$ cat src/rtl/serial_sub_pkg.sv
// rtl/serial_sub_pkg.sv - shared types and helpers for the bit-serial subtractor
//
// Purpose : FSM state encoding and the bit-counter width helper used by
//           serial_subtractor.
// Ports   : none (package).

package serial_sub_pkg;

    typedef enum logic [1:0] {
        S_IDLE = 2'd0,
        S_RUN  = 2'd1,
        S_DONE = 2'd2
    } sub_state_t;

    // Counter only has to reach WIDTH-1, so clog2(WIDTH) bits suffice;
    // never narrower than one bit.
    function automatic int cnt_width(input int width);
        return (width <= 2) ? 1 : $clog2(width);
    endfunction

endpackage

$ cat src/rtl/full_subtractor.sv
// rtl/full_subtractor.sv - one-bit combinational full subtractor
//
// Purpose : d = a - b - bin for a single bit, with borrow out.
// Ports   : a    in  1  minuend bit
//           b    in  1  subtrahend bit
//           bin  in  1  borrow in
//           d    out 1  difference bit
//           bout out 1  borrow out

module full_subtractor (
    input  logic a,
    input  logic b,
    input  logic bin,
    output logic d,
    output logic bout
);

    assign d    = a ^ b ^ bin;
    // Borrow when the minuend bit is smaller, or when the bits are equal
    // and a borrow is already pending.
    assign bout = (~a & b) | (~(a ^ b) & bin);

endmodule

$ cat src/rtl/serial_subtractor.sv
// rtl/serial_subtractor.sv - bit-serial two's-complement subtractor, LSB first
//
// Purpose : Diff = A - B - Bin computed one bit per clock with a single borrow
//           flip-flop. start/busy/done handshake; latency start->done is
//           WIDTH+1 cycles, back-to-back throughput one op per WIDTH+2 cycles.
// Macro   : SERIAL_SUB_OVF_EN adds the ovf output (signed overflow).
// Ports   : clk   in  1      rising-edge clock
//           rst   in  1      synchronous active-high reset
//           start in  1      request, sampled only in IDLE
//           A     in  WIDTH  minuend, captured on accepted start
//           B     in  WIDTH  subtrahend, captured on accepted start
//           Bin   in  1      borrow in, captured on accepted start
//           busy  out 1      high in RUN and DONE
//           done  out 1      one-cycle pulse, result valid
//           Diff  out WIDTH  difference, held until next accepted start
//           Bout  out 1      borrow out, held with Diff
//           ovf   out 1      signed overflow (SERIAL_SUB_OVF_EN only)

module serial_subtractor
    import serial_sub_pkg::*;
#(
    parameter int WIDTH = 8
) (
    input  logic             clk,
    input  logic             rst,
    input  logic             start,
    input  logic [WIDTH-1:0] A,
    input  logic [WIDTH-1:0] B,
    input  logic             Bin,
    output logic             busy,
    output logic             done,
    output logic [WIDTH-1:0] Diff,
    output logic             Bout
`ifdef SERIAL_SUB_OVF_EN
    ,
    output logic             ovf
`endif
);

    localparam int CW = cnt_width(WIDTH);

    sub_state_t       r_state;
    sub_state_t       w_next_state;
    logic [CW-1:0]    r_cnt;
    logic [WIDTH-1:0] r_a_sr;
    logic [WIDTH-1:0] r_b_sr;
    logic [WIDTH-1:0] r_diff;
    logic             r_br;
    logic             r_bout;
    logic             w_d;
    logic             w_bout;
    logic             w_last_bit;

`ifdef SERIAL_SUB_OVF_EN
    // Operand sign bits are shifted out of the shift registers, so they are
    // kept separately for the overflow term.
    logic r_a_msb;
    logic r_b_msb;
    logic r_ovf;
`endif

    assign w_last_bit = (r_cnt == CW'(WIDTH - 1));

    full_subtractor u_bit_slice (
        .a    (r_a_sr[0]),
        .b    (r_b_sr[0]),
        .bin  (r_br),
        .d    (w_d),
        .bout (w_bout)
    );

    // State register
    always_ff @(posedge clk) begin
        if (rst) begin
            r_state <= S_IDLE;
        end else begin
            r_state <= w_next_state;
        end
    end

    // Next-state logic
    always_comb begin
        w_next_state = r_state;
        case (r_state)
            S_IDLE:  if (start)      w_next_state = S_RUN;
            S_RUN:   if (w_last_bit) w_next_state = S_DONE;
            S_DONE:                  w_next_state = S_IDLE;
            default:                 w_next_state = S_IDLE;
        endcase
    end

    // Output decode
    always_comb begin
        busy = 1'b0;
        done = 1'b0;
        case (r_state)
            S_RUN:   busy = 1'b1;
            S_DONE:  begin
                busy = 1'b1;
                done = 1'b1;
            end
            default: ;
        endcase
    end

    // Datapath: operand capture, bit-serial shift, result registers.
    // The difference is shifted straight into the output register from the
    // MSB side, so after WIDTH shifts bit 0 sits at Diff[0]; its contents are
    // only meaningful once done has been seen.
    always_ff @(posedge clk) begin
        if (rst) begin
            r_cnt  <= '0;
            r_a_sr <= '0;
            r_b_sr <= '0;
            r_diff <= '0;
            r_br   <= 1'b0;
            r_bout <= 1'b0;
`ifdef SERIAL_SUB_OVF_EN
            r_a_msb <= 1'b0;
            r_b_msb <= 1'b0;
            r_ovf   <= 1'b0;
`endif
        end else begin
            case (r_state)
                S_IDLE: begin
                    if (start) begin
                        r_a_sr <= A;
                        r_b_sr <= B;
                        r_br   <= Bin;
                        r_cnt  <= '0;
`ifdef SERIAL_SUB_OVF_EN
                        r_a_msb <= A[WIDTH-1];
                        r_b_msb <= B[WIDTH-1];
`endif
                    end
                end
                S_RUN: begin
                    r_a_sr <= r_a_sr >> 1;
                    r_b_sr <= r_b_sr >> 1;
                    r_br   <= w_bout;
                    r_cnt  <= r_cnt + 1'b1;
                    r_diff <= {w_d, r_diff[WIDTH-1:1]};
                    if (w_last_bit) begin
                        r_bout <= w_bout;
`ifdef SERIAL_SUB_OVF_EN
                        // w_d is the result sign bit on the final step.
                        r_ovf <= (r_a_msb ^ r_b_msb) & (r_a_msb ^ w_d);
`endif
                    end
                end
                default: ;
            endcase
        end
    end

    assign Diff = r_diff;
    assign Bout = r_bout;
`ifdef SERIAL_SUB_OVF_EN
    assign ovf  = r_ovf;
`endif

endmodule

$ cat config.mk
export PLATFORM = sky130hd
export DESIGN_NAME = serial_subtractor
export DESIGN_NICKNAME = d
export VERILOG_FILES = /design/src/rtl/serial_sub_pkg.sv /design/src/rtl/full_subtractor.sv /design/src/rtl/serial_subtractor.sv
export SDC_FILE = /design/constraint.sdc
export NUM_CORES = 1
export LEC_CHECK = 0
export CAP_MARGIN = 20
export CORE_ASPECT_RATIO = 0.8
export CORE_MARGIN = 3
export CORE_UTILIZATION = 25
export DETAILED_ROUTE_END_ITERATION = 7
export PLACE_DENSITY = 0.52
export SETUP_SLACK_MARGIN = 0.15
export SLEW_MARGIN = 30
export SYNTH_ARGS = -nofsm -noshare
export SYNTH_HDL_FRONTEND = slang
export SYNTH_SLANG_ARGS = --single-unit
export TNS_END_PERCENT = 5
$ cat constraint.sdc
create_clock -name clk -period 1.5 [get_ports clk]
set_input_delay 0.15 -clock clk [delete_from_list [all_inputs] [get_ports clk]]
set_output_delay 0.15 -clock clk [all_outputs]
set_load 0.1 [all_outputs]
==> results.yml <==
outcome:
  outcome: "complete, no violations"
detailed_routing:
  post_drt_wl_per_cell_um: 13.6
  drt_first_pass_iters: 4
  viasPerCell: 4.41
  drt_iter0_markers: 41
  finalWirelength_um: 3450
  ant_nets: 0
  via_count: 1120
  drc: 0
sta:
  setup_viol: 0
  rsz0062_at_grt: "yes"
  max_slew_margin_pct: 86.3
  fin_tns_setup_ns: 0
  slew_violations: 0
  tightest_slew_ns: 0.199
  hold_violations: 0
  clock.fmax_ghz: 0.715
  finalCriticalPeriod_ns: 1.40
  fin_skew_ns: 0.00809
  fin_ws_ns: 0.102
  fin_crit_sh_pct: 93.2
  hold_ws_ns: 0.455
power_and_ir_drop:
  powerDensity_nw_per_um2: 978
  p_comb_share_pct: 27.1
  p_int_w: 0.00155
  seq_power_share_pct: 43.1
  irDropWorstVdd_uv: 373
  sw_frac_of_total_pct: 29.5
  clkPwrFrac_pct: 29.8
  p_leak_nw: 0.830
  p_sw_w: 0.000648
setup_path:
  required_ns: 1.70
  cp_max_fo: 8
  cp-start-kind: "register"
  path_class: "reg2reg"
  arrival_ns: 1.60
  endpoint_kind: "register"
die:
  die_area_um2: 6840
  core-area_um2: 5560
  start_util_pct: 26.4
  fp.dieH_um: 74.6
  die_x_um: 91.7
  rows: 24
  boundaryPins: 31
synthesis:
  synth_common_cells: "dfxtp_1 (31), mux2i_1 (24), nor2_1 (22)"
  avgSynthCellArea_um2: 10.6
  synth_top_area_share_pct: 42.2
  netlist_area_um2: 1470
  syn_nets: 164
  synth_edf_count: 0
  synth_cell_types: 24
  ys_warn_count: 0
  ys_top_cells_by_area: "dfxtp_1 (42%), mux2i_1 (16%), a211oi_2 (13%)"
  synth_seq_cells: 31
  synth_top_area_cell: "dfxtp_1"
  synth.most_common_cell: "dfxtp_1"
  async_flop_share_pct: 0
  synth_ff_type: "dfxtp_1"
  synth.yosys.seq_area_share_pct: 42.2
  netlist_instances: 138
global_route:
  grt_use_total_pct: 10.9
  grt.met1_usage_pct: 13.1
  grt_util_met2_pct: 18.1
  grt_pass1_wl_um: 5750
  grt_pass1_vias: 1198
  antenna_found_initial: 0
  grt_max_degree: 26
  overflow: 0
  grt_use_met3_pct: 4.75
  busiest_layer: "met2"
finish:
  diodes: 0
  nNetsFinal: 202
  drive_gt1_share_pct: 37.5
  nFillCells: 520
  area_delta_synth_final_pct: 52.7
hold_path:
  hold_class: "reg2reg"
cts:
  clk_pin_slew_ns: 0.07
  root_buffer: "clkbuf_8"
  insertion_delay_ns: 0.28
  cts_tree: "built"
  cts_buffer_depth: 2
  hold_buffers: 0
  htreeDepth: 2
  numClockSinks: 31
  cts_buffers: 5
run:
  max-cap-violations: 0
placement:
  gp_congestion: 0.752
  io_buffers: 30
  place_hpwl_um: 2470
  dp_slack_ns: 0.0345
[metal layers]
layer  vias to the layer above  wire, um
met2                        26      1600
met4                         0        23
met5                         -         0
li1                        553         -
met1                       539      1620
met3                         2       207
[kinds of logic after synthesis]
| group | after synthesis | synth area share [%] |
|---|---|---|
| AO/OA/AOI/OAI | 25 | 17.1 |
| adder cells (fa/ha/maj) | 6 | 5.62 |
| buffers and inverters | 16 | 6.81 |
| flip-flops | 31 | 42.2 |
| multiplexers | 25 | 17.4 |
| AND/OR/NAND/NOR | 35 | 10.8 |
[cell usage in the layout (no fill, tap or decap), drive strengths merged]
cell type / instances
dfxtp: 31
nor2: 25
mux2i: 24
buf: 22
clkdlybuf4s50: 19
a211oi: 16
a21oi: 6
clkbuf: 6
inv: 6
ha: 5
nand2: 3
nand3b: 3
nand2b: 2
a32oi: 2
a311oi: 1
mux2: 1
nor2b: 1
nor3: 1
fa: 1
clkinv: 1
[through the flow]
stage               std cells  area (um^2)  total power, W  utilization, %
detailed placement        245         2090         0.00152            37.5
finish                    254         2240         0.00219            40.4
floorplan                 138         1560         0.00136               -
global route              254         2240         0.00231            40.4
CTS                       254         2240         0.00223            40.4
global placement          245         2090         0.00150            37.5
[worst paths after layout]
check | start | endpoint | slack [ns] | cells after the start
worst min register to register | r_a_sr[7]$_SDFFE_PP0P_ | r_a_sr[7]$_SDFFE_PP0P_ | 0.46 | 2
worst max-delay path | r_state[0]$_SDFFE_PP0P_ | r_b_sr[2]$_SDFFE_PP0P_ | 0.10 | 5
worst min-delay path | r_a_sr[7]$_SDFFE_PP0P_ | r_a_sr[7]$_SDFFE_PP0P_ | 0.46 | 2
worst max register to register | r_state[0]$_SDFFE_PP0P_ | r_b_sr[2]$_SDFFE_PP0P_ | 0.10 | 5
[layout make-up]
| type | count | area [um^2] | share of cell area [%] |
|---|---|---|---|
| sequential | 31 | 627 | 27.9 |
| clock buffer | 6 | 82.6 | 3.68 |
| inverter | 6 | 22.5 | 1.00 |
| timing repair buffer | 41 | 558 | 24.9 |
| multi-input combinational | 91 | 851 | 37.9 |
| clock inverter | 1 | 5.00 | 0.223 |
| tap | 78 | 97.6 | 4.35 |
[power groups by stage]
stage / logic (W) / registers, W / clock network (W)
floorplan: 0.000382 / 0.000975 / 0
global placement: 0.000550 / 0.000955 / 0
detailed placement: 0.000563 / 0.000959 / 0
CTS: 0.000604 / 0.000944 / 0.000682
global route: 0.000645 / 0.000953 / 0.000717
finish: 0.000595 / 0.000945 / 0.000654
[worst max-delay path: stages (launching register included)]
cell      delay (ns)
dfxtp_4         0.37
inv_2           0.05
ha_4            0.16
mux2_4          0.37
buf_12          0.18
a211oi_2        0.18
[sequential cells by signal (all words and copies together) (netlist names)]
register and cells:
r_b_sr 8, r_a_sr 8, r_state 2, r_cnt 3, Diff 8, Bout 1
r_br 1
[what timing repair did]
action,4_1_cts,5_1_grt
endpoints found under the setup margin,29,22
cloned,1,0
pin swaps,1,0
setup buffers,1,0
gates resized for setup,9,1
(Power assumes the default switching activity.)
